--- config.mk ---
export PLATFORM = sky130hd
export DESIGN_NAME = sap2_computer
export DESIGN_NICKNAME = d
export VERILOG_FILES = /design/src/rtl/sap2_computer.sv
export SDC_FILE = /design/constraint.sdc
export NUM_CORES = 1
export LEC_CHECK = 0
export BUFFER_PORTS_ARGS = -buffer_cell sky130_fd_sc_hd__clkbuf_2
export CORE_MARGIN = 4
export CORE_UTILIZATION = 50
export DETAILED_ROUTE_END_ITERATION = 12
export GPL_TIMING_DRIVEN = 0
export PLACE_DENSITY_LB_ADDON = 0.3
export SYNTH_ARGS = -nofsm -noshare
export SYNTH_HDL_FRONTEND = slang
export SYNTH_HIERARCHICAL = 1
export SYNTH_SLANG_ARGS = --single-unit
--- constraint.sdc ---
create_clock -name clk -period 9.81 [get_ports clk]
set_input_delay 0.981 -clock clk [delete_from_list [all_inputs] [get_ports clk]]
set_output_delay 0.981 -clock clk [all_outputs]
set_load 0.02 [all_outputs]
--- src/rtl/sap2_computer.sv ---
// 8-bit SAP-style computer: multicycle CPU, 16-word RAM and output register on one clock.
// Each instruction takes a 7-step microcycle, preceded by a single idle edge after reset.

module sap2_register #(
  parameter int WIDTH = 8
) (
  input  logic             clk,
  input  logic             reset,
  input  logic             load,
  input  logic [WIDTH-1:0] d,
  output logic [WIDTH-1:0] latched_data
);
  always_ff @(posedge clk or negedge reset) begin
    if (!reset)    latched_data <= '0;
    else if (load) latched_data <= d;
  end
endmodule

module sap2_program_counter #(
  parameter int WIDTH = 4
) (
  input  logic             clk,
  input  logic             reset,
  input  logic             inc,
  input  logic             load,
  input  logic [WIDTH-1:0] d,
  output logic [WIDTH-1:0] counter_out
);
  // Natural wrap from all-ones back to zero.
  always_ff @(posedge clk or negedge reset) begin
    if (!reset)     counter_out <= '0;
    else if (load)  counter_out <= d;
    else if (inc)   counter_out <= counter_out + 1'b1;
  end
endmodule

module sap2_ram #(
  parameter int DATA_WIDTH = 8,
  parameter int ADDR_WIDTH = 4,
  parameter int RAM_DEPTH  = 16
) (
  input  logic                  clk,
  input  logic                  we,
  input  logic [ADDR_WIDTH-1:0] addr,
  input  logic [DATA_WIDTH-1:0] wdata,
  output logic [DATA_WIDTH-1:0] rdata
);
  logic [DATA_WIDTH-1:0] mem [0:RAM_DEPTH-1];

  // Read is combinational so the fetch step sees the addressed word in the same cycle.
  always_ff @(posedge clk) begin
    if (we) mem[addr] <= wdata;
  end

  assign rdata = mem[addr];

  task automatic dump();
    for (int i = 0; i < RAM_DEPTH; i++) $display("ram[%0h] = %02h", i, mem[i]);
  endtask
endmodule

module sap2_cpu #(
  parameter int DATA_WIDTH = 8,
  parameter int ADDR_WIDTH = 4
) (
  input  logic                  clk,
  input  logic                  reset,
  input  logic [DATA_WIDTH-1:0] ram_rdata,
  output logic [ADDR_WIDTH-1:0] ram_addr,
  output logic                  ram_we,
  output logic [DATA_WIDTH-1:0] ram_wdata,
  output logic [DATA_WIDTH-1:0] out_value
);
  typedef enum logic [3:0] {S_IDLE, S_T0, S_T1, S_T2, S_T3, S_T4, S_T5, S_T6} step_t;

  localparam logic [3:0] OP_LDA = 4'h1, OP_LDB = 4'h2, OP_ADD = 4'h3, OP_SUB = 4'h4,
                         OP_STA = 4'h5, OP_LDI = 4'h6, OP_JMP = 4'h7, OP_JC  = 4'h8,
                         OP_JZ  = 4'h9, OP_OUT = 4'hE, OP_HLT = 4'hF;
  localparam logic [1:0] A_FROM_RAM = 2'd0, A_FROM_ALU = 2'd1, A_FROM_IMM = 2'd2;

  step_t                 state_reg, state_next;
  logic [ADDR_WIDTH-1:0] mar_reg;
  logic [DATA_WIDTH-1:0] ir_reg, b_reg, out_reg;
  logic                  flag_c, flag_z, halt;

  logic                  mar_load, ir_load, pc_inc, pc_load, a_load, b_load;
  logic                  flags_load, alu_sub, out_load, halt_set;
  logic [1:0]            a_src;
  logic [DATA_WIDTH-1:0] a_value, a_d;
  logic [ADDR_WIDTH-1:0] pc_value;
  logic [3:0]            opcode;
  logic [ADDR_WIDTH-1:0] operand;
  logic [DATA_WIDTH:0]   alu_full;
  logic                  alu_carry, alu_zero;

  assign opcode  = ir_reg[7:4];
  assign operand = ir_reg[ADDR_WIDTH-1:0];

  sap2_register #(.WIDTH(DATA_WIDTH)) u_register_A (
    .clk(clk), .reset(reset), .load(a_load), .d(a_d), .latched_data(a_value)
  );

  sap2_program_counter #(.WIDTH(ADDR_WIDTH)) u_program_counter (
    .clk(clk), .reset(reset), .inc(pc_inc), .load(pc_load), .d(operand), .counter_out(pc_value)
  );

  // C on subtract means "no borrow", i.e. A >= B.
  assign alu_full  = alu_sub ? ({1'b0, a_value} - {1'b0, b_reg}) : ({1'b0, a_value} + {1'b0, b_reg});
  assign alu_carry = alu_sub ? ~alu_full[DATA_WIDTH] : alu_full[DATA_WIDTH];
  assign alu_zero  = (alu_full[DATA_WIDTH-1:0] == '0);

  always_comb begin
    case (a_src)
      A_FROM_ALU: a_d = alu_full[DATA_WIDTH-1:0];
      A_FROM_IMM: a_d = {{(DATA_WIDTH-ADDR_WIDTH){1'b0}}, operand};
      default:    a_d = ram_rdata;
    endcase
  end

  always_ff @(posedge clk or negedge reset) begin
    if (!reset) state_reg <= S_IDLE;
    else        state_reg <= state_next;
  end

  always_comb begin
    state_next = state_reg;
    if (!halt) begin
      case (state_reg)
        S_IDLE: state_next = S_T0;
        S_T0:   state_next = S_T1;
        S_T1:   state_next = S_T2;
        S_T2:   state_next = S_T3;
        S_T3:   state_next = S_T4;
        S_T4:   state_next = S_T5;
        S_T5:   state_next = S_T6;
        default: state_next = S_T0;
      endcase
    end
  end

  always_comb begin
    mar_load   = 1'b0;
    ir_load    = 1'b0;
    pc_inc     = 1'b0;
    pc_load    = 1'b0;
    a_load     = 1'b0;
    a_src      = A_FROM_RAM;
    b_load     = 1'b0;
    flags_load = 1'b0;
    alu_sub    = 1'b0;
    ram_we     = 1'b0;
    out_load   = 1'b0;
    halt_set   = 1'b0;
    ram_addr   = operand;
    if (!halt) begin
      case (state_reg)
        S_T0: mar_load = 1'b1;
        S_T1: begin
          ram_addr = mar_reg;
          ir_load  = 1'b1;
          pc_inc   = 1'b1;
        end
        S_T3: begin
          case (opcode)
            OP_LDA: a_load = 1'b1;
            OP_LDB: b_load = 1'b1;
            OP_ADD: begin a_load = 1'b1; a_src = A_FROM_ALU; flags_load = 1'b1; end
            OP_SUB: begin a_load = 1'b1; a_src = A_FROM_ALU; flags_load = 1'b1; alu_sub = 1'b1; end
            OP_STA: ram_we = 1'b1;
            OP_LDI: begin a_load = 1'b1; a_src = A_FROM_IMM; end
            OP_JMP: pc_load = 1'b1;
            OP_JC:  pc_load = flag_c;
            OP_JZ:  pc_load = flag_z;
            OP_OUT: out_load = 1'b1;
            OP_HLT: halt_set = 1'b1;
            default: ;
          endcase
        end
        default: ;
      endcase
    end
  end

  always_ff @(posedge clk or negedge reset) begin
    if (!reset) begin
      mar_reg <= '0;
      ir_reg  <= '0;
      b_reg   <= '0;
      out_reg <= '0;
      flag_c  <= 1'b0;
      flag_z  <= 1'b0;
      halt    <= 1'b0;
    end else begin
      if (mar_load)   mar_reg <= pc_value;
      if (ir_load)    ir_reg  <= ram_rdata;
      if (b_load)     b_reg   <= ram_rdata;
      if (out_load)   out_reg <= a_value;
      if (flags_load) begin
        flag_c <= alu_carry;
        flag_z <= alu_zero;
      end
      if (halt_set)   halt <= 1'b1;
    end
  end

  assign ram_wdata = a_value;
  assign out_value = out_reg;
endmodule

module sap2_computer #(
  parameter int DATA_WIDTH = 8,
  parameter int ADDR_WIDTH = 4,
  parameter int RAM_DEPTH  = 16
) (
  input  logic                  clk,
  input  logic                  reset,
  output logic [DATA_WIDTH-1:0] register_OUT
);
  logic [ADDR_WIDTH-1:0] ram_addr;
  logic                  ram_we;
  logic [DATA_WIDTH-1:0] ram_wdata, ram_rdata;

  sap2_ram #(.DATA_WIDTH(DATA_WIDTH), .ADDR_WIDTH(ADDR_WIDTH), .RAM_DEPTH(RAM_DEPTH)) u_ram (
    .clk(clk), .we(ram_we), .addr(ram_addr), .wdata(ram_wdata), .rdata(ram_rdata)
  );

  sap2_cpu #(.DATA_WIDTH(DATA_WIDTH), .ADDR_WIDTH(ADDR_WIDTH)) u_cpu (
    .clk(clk), .reset(reset), .ram_rdata(ram_rdata), .ram_addr(ram_addr),
    .ram_we(ram_we), .ram_wdata(ram_wdata), .out_value(register_OUT)
  );
endmodule

==> results of run 1 <==
## per-stage QoR
stage / power (mW) / utilization, % / setup slack, ns / std cells / instance area [um^2]
finish: 1.500 / 57.78 / 5.815 / 706 / 8461
global route: 1.546 / 57.78 / 5.468 / 706 / 8461
CTS: 1.513 / 57.78 / 5.829 / 706 / 8461
detailed placement: 0.8011 / 53.46 / 5.861 / 674 / 7829
global placement: 0.8011 / 53.46 / 5.830 / 674 / 7829
floorplan: 0.7971 / - / 6.130 / 481 / 7553
## power by group
part | total, mW | leakage [nW] | switching (mW) | internal (mW)
clock network | 0.715 | 0.308 | 0.284 | 0.431
registers | 0.782 | 1.46 | 0 | 0.782
logic | 0.00374 | 1.10 | 0.00362 | 0.000127
total | 1.50 | 2.87 | 0.288 | 1.21
## worst paths after layout
path / startpoint / to / slack, ns / cells after the start
min reg2reg: u_cpu/flag_c / u_cpu/flag_c / 0.49 / 2
max: u_cpu/state_reg[2] / u_cpu/u_register_A/latched_data[6] / 5.81 / 13
max reg2reg: u_cpu/state_reg[2] / u_cpu/u_register_A/latched_data[6] / 5.81 / 13
min: u_cpu/flag_c / u_cpu/flag_c / 0.49 / 2
min in group asynchronous: reset / u_cpu/state_reg[0] / 0.78 / 1
max in group asynchronous: reset / u_cpu/out_value[2] / 8.32 / 1
## cell families after synthesis
family,count (synthesis),synth area share [%]
AOI/OAI and AO/OA,57,5.152
xor gates and xnor gates,17,1.971
adders and majority gates,13,2.253
buffers and inverters,31,1.988
DFF,174,66.13
muxes,63,14.54
and+or+nand+nor,126,7.968
## metal layers
layer	part of all wire, %	wire length [um]	global-route usage [%]
met4	2.0	310	6.050
met2	50	7763	32.27
met5	0	0	0
met1	42	6520	26.80
met3	5.6	872	5.366
## area by class of cell
cell class,count,share of cell area (%)
buffer,18,1.198
clock buffer,17,5.028
clock inverter,15,2.440
inverter,13,0.5768
multi-input combinational,276,28.47
sequential,174,59.04
tap,184,2.721
timing repair buffer,9,0.5324
## tightest hold or removal path, cell delays in order (launching register included)
cell	delay (ns)
dfrtp_1	0.35
nand2_1	0.05
o21ai_0	0.06
## synthesized netlist by cell type, drive strengths merged (2+ instances only)
master and number:
a211oi 2, a21oi 8, a22o 3, a22oi 20
and2 2, buf 11, clkbuf 7, dfrtp 46
edfxtp 128, ha 12, inv 13, mux2 30
mux4 32, nand2 57, nand2b 7, nand3 4
nand3b 3, nor2 26, nor2b 6, nor3 10
nor3b 2, o21ai 14, or4b 2, xnor2 15
xor2 2
## placed cells by master (no fill, tap or decap), types with 8 or more instances in the layout
master | netlist | layout
a21oi_1 | 8 | 8
a22oi_1 | 20 | 20
clkbuf_16 | 0 | 17
clkbuf_2 | 1 | 10
dfrtp_1 | 46 | 46
edfxtp_1 | 128 | 128
ha_1 | 12 | 12
inv_1 | 13 | 13
mux2_2 | 22 | 22
mux2_4 | 8 | 8
mux4_2 | 32 | 32
nand2_1 | 57 | 57
nor2_1 | 25 | 25
nor3_1 | 10 | 10
o21ai_0 | 13 | 13
xnor2_1 | 15 | 15
==> impl_metrics.toml, run 1 <==
[die]
initial_core_util_pct = 51.58
die_y_um = 130.9
num_ports = 10
std_cell_core_area_mm2 = 0.01464
num_rows = 44
fp.dieArea_mm2 = 0.01714
die_width_um = 130.9

[sta]
fin_hold_ws_ns = 0.4897
finalClockSkew_ns = 0.005669
hold_viol_final = 0
worst_margin_pin_slew_ns = 1.297
final.setup.tns_ns = 0
final-setup-viol-count = 0
final_critical_path_time_including_i_o_delays_and_setup_ns = 3.995
slew_viol_final = 0
setup_repair_after_global_routing_missed_its_margin = "false"
layout_worst_path_cycle_share_pct = 40.73
max_freq_ghz = 0.2503
max-slew-margin-rel_pct = 12.85

[placed_design]
buffer_ports.inserted = 9
detailed_place_hpwl_mm = 9.904
gp_congestion = 0.8104

[clock_tree]
clk_root_buffer_cell = "clkbuf_16"
postCtsSetupRepairBufs = 0
cts_tree = "yes"
clock_slew_at_reported_path_ffs_ns = 0.06
cts_resized = 0
clock_sink_count = 174
tritoncts.num_buffers = 17
clk_latency_ns = 0.43
holdBufCountCts = 0
cts-root-to-sink-buffers = 2
cts.htree.levels = 4

[cells_and_area]
multi_input_comb_area_mm2 = 0.002409
registers.top_by_ff_count = "u_ram/mem"
diodes = 0
seq_area_mm2 = 0.004995
finalNetCount = 524
flip_flop_count_of_the_largest_register_after_layout = 128
fillers = 1120
area_growth_syn_to_layout_pct = 12.01
layout-drive-gt1-share_pct = 22.22

[routing]
routed_wirelength_mm = 15.47
drt_first_pass_iters = 5
via_count = 4226
ant_nets = 0
drt-initial-drc-count = 287
drc = 0
route.detailed.wl_per_inst_um = 21.91
drt-vias-per-instance = 5.986

[synthesis]
syn_avg_cell_area_um2 = 15.70
syn-cell-area_mm2 = 0.007553
netlist_instances = 481
ys_ff_latch = 174
sequential_cell_area_fraction_in_the_yosys_report_pct = 66.13
synth_cell_types = 51
synthTopCellsByArea = "edfxtp_1 (51%), dfrtp_1 (15%), mux4_2 (9.5%)"
ys_dominant_reg_cell = "edfxtp_1"
mappedNetlistNets = 496
share_of_synthesized_registers_carrying_an_async_set_or_reset_pct = 26.44
synthesis.yosys.warnings = 6
synth_top_area_share_pct = 50.89
synth_top_area_cell = "edfxtp_1"
count_of_flip_flops_with_a_built_in_enable_after_synthesis = 128

[worst_setup_path]
critPathLaunchType = "flip-flop"
crit_chain = "nor2_1 > nand3_1 > inv_1 > buf_1 > nand2_1 > nand2_1 > buf_6 > buf_6 > mux4_2 > a22oi_1 > nand2_1 > a22o_1 > mux2_4"
critPathMaxStageDelay_ns = 0.53
timing.critical_path.slowest_stage_cell = "mux4_2"
worstSetupPathType = "reg -> reg"
worst-path-max-fanout = 13
timing.critical_path.to_type = "flip-flop"
critPathMostFrequentCell = "nand2_1"
timing.critical_path.required_ns = 10.12
cpLargestDelayFamily = "buffers and inverters"
cp_num_buf_inv = 4
worst_ep_arrival_time_ns = 4.31

[run_status]
status = "finished, final reports clean"

[job]
maxCapViolations = 0

[global_routing]
grt_max_degree = 47
track_usage_pct = 19.95
number_of_antenna_violations_at_the_first_check_in_global_routing = 0
first_global_vias = 4288
grt_first_pass_wirelength_mm = 24.61
gr_ovfl_total = 0

[pwr]
irDropWorstVdd_v = 0.0001204
power_density_mw_per_mm2 = 177.3
leakagePower_nw = 2.871

[min_path]
min-delay-path-class = "reg -> reg"
(Power assumes the default switching activity.)
==> run 2, diff against run 1 <==
- clock period: 9.81 -> 3.75 ns (I/O delays scaled with it)
==> run 2 against run 1 <==
Via count down 0.14%. Worst hold slack worse by 0.31 ns. Cell count up 0.28%. Critical path depth down 3.
==> impl_metrics.toml, run 2 (same netlist as run 1, synthesis figures left out) <==
[cells_and_area]
finalNetCount = 526
layout-drive-gt1-share_pct = 24.24
mostFrequentLayoutCell = "edfxtp_1"
registers.top_by_ff_count = "u_ram/mem"
mostFrequentLayoutCells = "edfxtp_1 (128), nand2_1 (56), dfrtp_1 (46)"
flip_flop_count_of_the_largest_register_after_layout = 128
diodes = 0
area_growth_syn_to_layout_pct = 12.72

[worst_setup_path]
crit_chain = "buf_6 > or4b_4 > nor2_4 > and2_4 > mux2_2 > fa_1 > inv_1 > or4_1 > or4b_4 > o31ai_2"
worst-path-max-fanout = 7
critPathMostFrequentCell = "or4b_4"
cpLargestDelayFamily = "simple AND/OR/NAND/NOR gates"
cp_num_buf_inv = 2
timing.critical_path.required_ns = 4.09
worstSetupPathType = "reg -> reg"
timing.critical_path.slowest_stage_cell = "or4b_4"
critPathLaunchType = "flip-flop"
critPathMaxStageDelay_ns = 0.55
timing.critical_path.to_type = "flip-flop"
worst_ep_arrival_time_ns = 4.01

[sta]
finalClockSkew_ns = 0.008017
worst_margin_pin_slew_ns = 1.282
final.setup.tns_ns = 0
layout_worst_path_cycle_share_pct = 97.84
final-setup-viol-count = 0
max_freq_ghz = 0.2725
max-slew-margin-rel_pct = 13.88
slew_viol_final = 0
final_critical_path_time_including_i_o_delays_and_setup_ns = 3.669
hold_viol_final = 0

[routing]
drt-vias-per-instance = 5.960
ant_nets = 0
uppermost_metal_layer_occupied_by_signal_nets = "met4"
wl_met2_mm = 7.766
via_count = 4220
wl_met3_um = 932
detail_route.wirelength.met1_mm = 6.523
drt_first_pass_iters = 5
drc = 0
drt-initial-drc-count = 356
route.detailed.wl_per_inst_um = 21.90
routed_wirelength_mm = 15.51

[die]
die_y_um = 130.9
initial_core_util_pct = 51.58
num_ports = 10
die_width_um = 130.9
std_cell_core_area_mm2 = 0.01464
fp.dieArea_mm2 = 0.01714
num_rows = 44

[global_routing]
gr_ovfl_total = 0
grt_max_degree = 47
first_global_vias = 4287
track_usage_pct = 19.96
number_of_antenna_violations_at_the_first_check_in_global_routing = 0
grt_first_pass_wirelength_mm = 24.61

[clock_tree]
cts_tree = "yes"
tritoncts.num_buffers = 17
cts.htree.levels = 4
clock_slew_at_reported_path_ffs_ns = 0.06
clk_latency_ns = 0.43
holdBufCountCts = 0
cts-root-to-sink-buffers = 2
clock_sink_count = 174
clk_root_buffer_cell = "clkbuf_16"

[min_path]
min-delay-path-class = "in -> async"

[pwr]
irDropWorstVdd_v = 0.0003180
power_density_mw_per_mm2 = 460.7
leakagePower_nw = 2.898
totalPowerFinal_mw = 3.923

[placed_design]
detailed_place_hpwl_mm = 9.904
buffer_ports.inserted = 9
gp_congestion = 0.8104

[job]
maxCapViolations = 0

[run_status]
status = "finished, final reports clean"
==> run 2: cell count changes in the layout (fill, tap and decap cells not counted), moves of 2 or more <==
| cell | change |
|---|---|
| clkbuf_4 | +2 |
| o21ai_0 | -2 |
| o21ai_1 | +2 |
| a22oi_1 | -3 |
| buf_4 | +3 |
| a22oi_2 | +3 |
==> run 2: worst paths after layout <==
path                               startpoint                  to  slack (ns)  depth (start not counted)
setup / recovery           u_cpu/state_reg[1]        u_cpu/flag_z        0.08                         10
hold / removal                          reset  u_cpu/state_reg[0]        0.18                          1
setup reg to reg           u_cpu/state_reg[1]        u_cpu/flag_z        0.08                         10
hold reg to reg                  u_cpu/flag_c        u_cpu/flag_c        0.49                          2
max in group asynchronous               reset  u_cpu/out_value[2]        2.85                          1
min in group clk                 u_cpu/flag_c        u_cpu/flag_c        0.49                          2
==> run 2: final cells by class <==
type / count / area [um^2]
inverter: 13 / 48.80
buffer: 17 / 103.9
timing repair buffer: 12 / 67.56
fill: 1115 / 6130
clock inverter: 15 / 206.4
sequential: 174 / 4995
tap: 184 / 230.2
multi-input combinational: 276 / 2437
clock buffer: 17 / 425.4
==> run 2: timing repair <==
| action | in CTS | in global routing |
|---|---|---|
| pin swaps | 0 | 3 |
| resized for setup | 3 | 10 |
| setup endpoints to repair | 53 | 80 |
| setup buffers | 0 | 3 |
| endpoints found under the hold margin | 0 | 0 |
==> run 2: layer usage <==
metal	global-route usage [%]	vias up
met3	5.366	21
li1	-	1895
met5	0	-
met2	32.27	136
met1	26.83	2168
met4	6.050	0
==> run 2: worst reg2reg max path: cells and delay by family, from the launching register on <==
kind	cells	cell delay [ns]
simple gates	5	1.97
compound gates	1	0.18
buf+inv	2	0.19
flops	1	0.37
fa+ha+maj	1	0.52
mux	1	0.37
==> run 2: through the flow <==
stage | area, um^2 | instances | util, % | hold slack [ns] | setup slack, ns
2_1_floorplan | 7553 | 481 | - | 0.07941 | 0.06993
3_3_place_gp | 7829 | 674 | 53.46 | 0.4765 | -0.2297
3_5_place_dp | 7829 | 674 | 53.46 | 0.4765 | -0.1988
4_1_cts | 8461 | 705 | 57.78 | 0.2084 | 0.04474
5_1_grt | 8514 | 708 | 58.14 | 0.2676 | -0.01220
6_report | 8514 | 708 | 58.14 | 0.1778 | 0.08083
==> run 2: where the power goes <==
part,internal [mW],switching [mW],leakage (nW)
Combinational,0.000332,0.00961,1.13
Sequential,2.04,0,1.46
Clock,1.13,0.741,0.308
